===== config.mk =====
export PLATFORM = sky130hd
export DESIGN_NAME = mat_result_writer
export DESIGN_NICKNAME = d
export VERILOG_FILES = /design/src/rtl/mat_result_writer.sv
export SDC_FILE = /design/constraint.sdc
export NUM_CORES = 1
export LEC_CHECK = 0
export CELL_PAD_IN_SITES_DETAIL_PLACEMENT = 1
export CELL_PAD_IN_SITES_GLOBAL_PLACEMENT = 2
export CORE_UTILIZATION = 39
export CTS_CLUSTER_SIZE = 12
export DETAILED_ROUTE_END_ITERATION = 10
export GPL_TIMING_DRIVEN = 0
export PLACE_DENSITY_LB_ADDON = 0.12
export SLEW_MARGIN = 10
export SYNTH_ARGS = -nofsm -noshare
export SYNTH_HDL_FRONTEND = slang
export SYNTH_SLANG_ARGS = --single-unit

===== constraint.sdc =====
create_clock -name clk -period 2.7 [get_ports clk]
set_input_delay 0.54 -clock clk [delete_from_list [all_inputs] [get_ports clk]]
set_output_delay 0.54 -clock clk [all_outputs]
set_load 0.05 [all_outputs]

===== src/rtl/mat_result_writer.sv =====
// Result-side writer for C = A x B: buffers MAC results in a small FIFO and
// drains them to result memory in row-major order, pulsing done after N*N writes.
`ifndef ADDR_BITS
`define ADDR_BITS 7
`endif

module mat_result_writer #(
  parameter int N      = 8,
  parameter int DATA_W = 16,
  parameter int ADDR_W = `ADDR_BITS,
  parameter int DEPTH  = 4
) (
  input  logic              clk,
  input  logic              rst,
  input  logic              start,
  input  logic              in_valid,
  input  logic [DATA_W-1:0] in_data,
  output logic              in_ready,
  output logic              mem_we,
  output logic [ADDR_W-1:0] mem_addr,
  output logic [DATA_W-1:0] mem_wdata,
  input  logic              mem_ready,
  output logic              busy,
  output logic              done
);

  localparam int NN    = N * N;
  localparam int RC_W  = $clog2(N);
  localparam int CNT_W = $clog2(NN) + 1;
  localparam int PTR_W = $clog2(DEPTH);

  localparam logic [CNT_W-1:0] NN_C      = CNT_W'(NN);
  localparam logic [CNT_W-1:0] LAST_C    = CNT_W'(NN - 1);
  localparam logic [PTR_W:0]   DEPTH_C   = (PTR_W + 1)'(DEPTH);
  localparam logic [RC_W-1:0]  COL_MAX_C = RC_W'(N - 1);

  typedef enum logic [1:0] {
    IDLE = 2'd0,
    RUN  = 2'd1,
    DONE = 2'd2
  } state_t;

  state_t             state_r;
  state_t             state_nxt_s;
  logic [DATA_W-1:0]  fifo_r [DEPTH];
  logic [PTR_W-1:0]   wr_ptr_r;
  logic [PTR_W-1:0]   rd_ptr_r;
  logic [PTR_W:0]     count_r;
  logic [CNT_W-1:0]   acc_cnt_r;
  logic [CNT_W-1:0]   wr_cnt_r;
  logic [RC_W-1:0]    row_r;
  logic [RC_W-1:0]    col_r;
  logic               push_s;
  logic               pop_s;
  logic               clear_s;

  assign clear_s   = (state_r == IDLE) && start;
  assign in_ready  = (state_r == RUN) && (count_r < DEPTH_C) && (acc_cnt_r < NN_C);
  assign mem_we    = (count_r != {(PTR_W + 1){1'b0}});
  assign mem_wdata = mem_we ? fifo_r[rd_ptr_r] : {DATA_W{1'b0}};
  // N is a power of two, so row*N + col is just the concatenation.
  assign mem_addr  = ADDR_W'({row_r, col_r});
  assign push_s    = in_valid && in_ready;
  assign pop_s     = mem_we && mem_ready;
  assign busy      = (state_r == RUN);
  assign done      = (state_r == DONE);

  // State register
  always_ff @(posedge clk or negedge rst) begin
    if (!rst) begin
      state_r <= IDLE;
    end else begin
      state_r <= state_nxt_s;
    end
  end

  // Next-state logic
  always_comb begin
    state_nxt_s = state_r;
    case (state_r)
      IDLE: begin
        if (start) state_nxt_s = RUN;
        else       state_nxt_s = IDLE;
      end
      RUN: begin
        if (pop_s && (wr_cnt_r == LAST_C)) state_nxt_s = DONE;
        else                               state_nxt_s = RUN;
      end
      DONE:    state_nxt_s = IDLE;
      default: state_nxt_s = IDLE;
    endcase
  end

  // FIFO storage, pointers and row/col/accept/write counters
  always_ff @(posedge clk or negedge rst) begin
    if (!rst) begin
      for (int i = 0; i < DEPTH; i++) fifo_r[i] <= {DATA_W{1'b0}};
      wr_ptr_r  <= {PTR_W{1'b0}};
      rd_ptr_r  <= {PTR_W{1'b0}};
      count_r   <= {(PTR_W + 1){1'b0}};
      acc_cnt_r <= {CNT_W{1'b0}};
      wr_cnt_r  <= {CNT_W{1'b0}};
      row_r     <= {RC_W{1'b0}};
      col_r     <= {RC_W{1'b0}};
    end else if (clear_s) begin
      wr_ptr_r  <= {PTR_W{1'b0}};
      rd_ptr_r  <= {PTR_W{1'b0}};
      count_r   <= {(PTR_W + 1){1'b0}};
      acc_cnt_r <= {CNT_W{1'b0}};
      wr_cnt_r  <= {CNT_W{1'b0}};
      row_r     <= {RC_W{1'b0}};
      col_r     <= {RC_W{1'b0}};
    end else begin
      if (push_s) begin
        fifo_r[wr_ptr_r] <= in_data;
        wr_ptr_r         <= wr_ptr_r + PTR_W'(1);
        acc_cnt_r        <= acc_cnt_r + CNT_W'(1);
      end
      if (pop_s) begin
        rd_ptr_r <= rd_ptr_r + PTR_W'(1);
        wr_cnt_r <= wr_cnt_r + CNT_W'(1);
        col_r    <= col_r + RC_W'(1);
        if (col_r == COL_MAX_C) row_r <= row_r + RC_W'(1);
      end
      case ({push_s, pop_s})
        2'b10:   count_r <= count_r + (PTR_W + 1)'(1);
        2'b01:   count_r <= count_r - (PTR_W + 1)'(1);
        default: count_r <= count_r;
      endcase
    end
  end

endmodule

==> metrics.md <==
| Metric | Value |
|---|---|
| Number of slew-limit violations in the final report | `0` |
| Number of hold violations in the final report | `0` |
| Clk_skew | `about 0.0061 ns` |
| Die boundary height | `around 110 um` |
| EDFF count, synth | `0` |
| First-pass GRT wire length | `~15 mm` |
| Sort of element at the end of the critical path | `primary output` |
| Rows | `38` |
| Data required time of the worst path | `between 2 and 2.5 ns` |
| Count of routing violations after the opening detailed-route iteration | `between 90 and 100` |
| Count of buffer and inverter cells on the critical path | `2` |
| CTS tree | `done` |
| Clock net sink count | `93` |
| Net count of the mapped netlist | `between 300 and 400` |
| Slowest cell on the critical path | `sky130_fd_sc_hd__dfrtp_1` |
| Outcome | `completed` |
| Port Buf Inserts | `45` |
| Antenna-violating nets left | `0` |
| Drc violations | `0` |
| Most heavily used metal layer in global routing | `met2` |
| Power Total | `~7.1 mW` |
| Instance area at placement | `approximately 5000 um2` |
| Met1 capacity usage during global routing | `0.226` |
| Period Utilization, post-route | `0.971` |
| Leading area contributor after synthesis | `sky130_fd_sc_hd__dfrtp_1` |
| Total setup violations reported at the end of the flow | `0` |
| Maximum vdd ir drop | `0.667 mV` |
| Cell chosen for the clock root | `sky130_fd_sc_hd__clkbuf_16` |
| Synth Warn # | `0` |
| DRT Wirelength | `9.22 mm` |
| Skew-Pair Late Insertion Delay | `0.33 ns` |
| Slew HR | `0.478` |
| Starting density of the core | `0.402` |
| Die width | `108 um` |
| Number of distinct library cells after synthesis | `37` |
| Cell area after synthesis | `4400 um2` |
| Vias after detailed routing | `~2700` |
| Fraction of the yosys area taken by sequential cells | `0.529` |
| Class of the most critical hold timing path | `input port to asynchronous set/reset pin` |
| Residual overflow from global routing | `0` |
| Maximum level of the CTS H-tree | `3` |
| Maximum number of pins on one net before global-route repair | `56` |
| Die area | `around 12000 um2` |
| Critical path, cell by cell | `or3_1 -> clkbuf_2 -> and2_1 -> dlygate4sd2_1` |
| Fraction of synthesized cell area taken by the top area cell type | `0.529` |
| Setup repair after global routing missed its margin | `false` |
| Power density over the cells | `between 1000 and 1500 nW/um2` |
| Setup Fix Bufs, Post-CTS | `0` |
| Met3 Usage GRT | `0.0253` |
| Mean instance size in the synthesized netlist | `13.4 um2` |
| CP Max Fanout | `10` |
| Growth of design area from synthesis to finish | `21.3%` |
| Diode count | `0` |
| Global placement routability congestion | `roughly 0.73` |
| Met2 GRT Util | `0.298` |
| Final-stage net count | `~410` |
| TritonCTS buffer count | `9` |
| Share of async-settable or async-resettable flops after synthesis | `1.00` |
| Number of search-and-repair iterations in the first detailed-routing pass | `4` |
| Arrival time reported for the critical path endpoint | `2.08 ns` |
| Synthesized instance count | `about 330` |
| Drt via density | `5.18` |
| Crit Path Category | `flop to primary output` |
| Layout cells sized above 1 | `0.320` |
| Buffers from clock root to sink, at most | `2` |
| Static leakage | `about 2.4 nW` |
| Placeable core area | `between 10000 and 15000 um2` |
| Gr usage total | `0.175` |
| Post-detail-place hpwl | `about 6.2 mm` |
| Utilization after layout | `0.488` |
| Flops & latches, synth | `93` |
| Worst hold slack | `between 0.15 and 0.2 ns` |
| Highest achievable clock rate | `~380 MHz` |
| Dominant delay contributor by cell family on the critical path | `buffers and inverters` |
| Cell with the most instances after synthesis | `sky130_fd_sc_hd__dfrtp_1` |
| Main flop type after synthesis | `sky130_fd_sc_hd__dfrtp_1` |
| Initial antenna violation count | `0` |
| Slew @ Worst Pin | `around 0.78 ns` |
| Fin crit period | `2.62 ns` |
| Startpoint types | `flop` |
| Commonest cells in the netlist | `93 x sky130_fd_sc_hd__dfrtp_1, 64 x sky130_fd_sc_hd__mux2_2, 19 x sky130_fd_sc_hd__and2_1, 19 x sky130_fd_sc_hd__nand2_1, 17 x sky130_fd_sc_hd__nor2_1` |
| I/O pin count | `48` |
| Leading cell types by total area after synthesis | `sky130_fd_sc_hd__dfrtp_1 53%, sky130_fd_sc_hd__mux2_2 16%, sky130_fd_sc_hd__mux4_2 8.2%, sky130_fd_sc_hd__and2_1 2.7%, sky130_fd_sc_hd__ha_1 2.6%` |
| Number of global-route vias before repair | `around 3000` |
| Area of all placed cells without fillers | `about 5300 um2` |
| Largest stage delay on the critical path | `approximately 0.44 ns` |
| Routed length per placed instance | `about 17 um` |
| Max-cap violation count | `0` |
| CTS clk-pin slew, worst paths | `approximately 0.070 ns` |
sequential cells by signal, indices dropped and copies added (netlist names):
register / flops
wr_cnt_r: 7
rd_ptr_r: 2
fifo_r: 64
acc_cnt_r: 7
row_r: 3
state_r: 2
col_r: 3
wr_ptr_r: 2
count_r: 3
placed cells by master, fill, tap and decap left out, drive strengths merged:
master	count
nand4	4
clkinv	5
conb	1
or3b	1
nor4	1
xor2	11
fa	1
inv	5
o21ai	7
a41oi	1
and3	3
or3	1
and2	19
a21oi	8
ha	9
clkbuf	19
nor3b	3
bufinv	1
or4b	1
nand3	9
o31a	1
clkdlybuf4s15	5
mux2	64
nor2	18
o31ai	2
nand2	23
a211o	1
mux4	16
buf	12
nor3	3
clkdlybuf4s50	26
dlygate4sd2	9
dfrtp	93
nand3b	1
nor2b	1
xnor2	3
routing by layer:
metal / up-vias / share of wire
met5: - / 0
li1: 1266 / -
met3: 8 / 0.022
met4: 0 / 0.012
met1: 1429 / 0.46
met2: 34 / 0.51
where the power goes:
group          switching, mW  total [mW]  internal (mW)  leakage [nW]
combinational           1.96        3.46           1.50          1.09
sequential             0.376        2.39           2.01          1.15
clock                  0.513        1.25          0.737         0.149
total                   2.85        7.10           4.25          2.40
path summary, 6_finish.rpt:
kind	startpoint	cells after the start	endpoint	slack [ns]
max	count_r[0]$_DFFE_PN0P_	4	mem_wdata[1]	0.08
max in group asynchronous	rst	2	fifo_r[54]$_DFFE_PN0P_	1.84
max reg2reg	count_r[0]$_DFFE_PN0P_	6	count_r[2]$_DFFE_PN0P_	0.28
min in group clk	fifo_r[28]$_DFFE_PN0P_	1	fifo_r[28]$_DFFE_PN0P_	0.50
min reg2reg	fifo_r[28]$_DFFE_PN0P_	1	fifo_r[28]$_DFFE_PN0P_	0.50
min	rst	1	acc_cnt_r[4]$_DFFE_PN0P_	0.19
through the flow:
step                setup WS [ns]  setup TNS, ns  cells
floorplan                   0.429              0    327
global placement            -2.56        -241.59    512
detailed placement         -0.539          -4.69    513
CTS                       -0.0653        -0.0653    528
global route              0.00339              0    528
finish                     0.0778              0    528
kinds of logic after synthesis:
group                      count (synthesis)  synth area share
DFF                                       93             0.529
AOI/OAI and AO/OA                         20            0.0265
muxes                                     80             0.246
and+or+nand+nor                           88             0.112
other                                      1          0.000853
buffers and inverters                     21            0.0273
adders and majority gates                 10            0.0302
xor gates and xnor gates                  14            0.0279
repair_timing:
action | in CTS | in global routing
setup endpoints to repair | 18 | 5
hold buffers | 0 | 0
pin swaps | 0 | 0
gates resized for setup | 40 | 9
final cells by class:
| cell class | instances | area (um2) |
|---|---|---|
| buffer | 14 | 108 |
| inverter | 6 | 27.5 |
| clock buffer | 11 | 243 |
| clock inverter | 5 | 50.0 |
| timing repair buffer | 46 | 450 |
| fill | 1149 | 5600 |
| sequential | 93 | 2330 |
| multi-input combinational | 213 | 1950 |
| tap | 140 | 175 |
No activity file was read; power rests on OpenSTA's default activity.
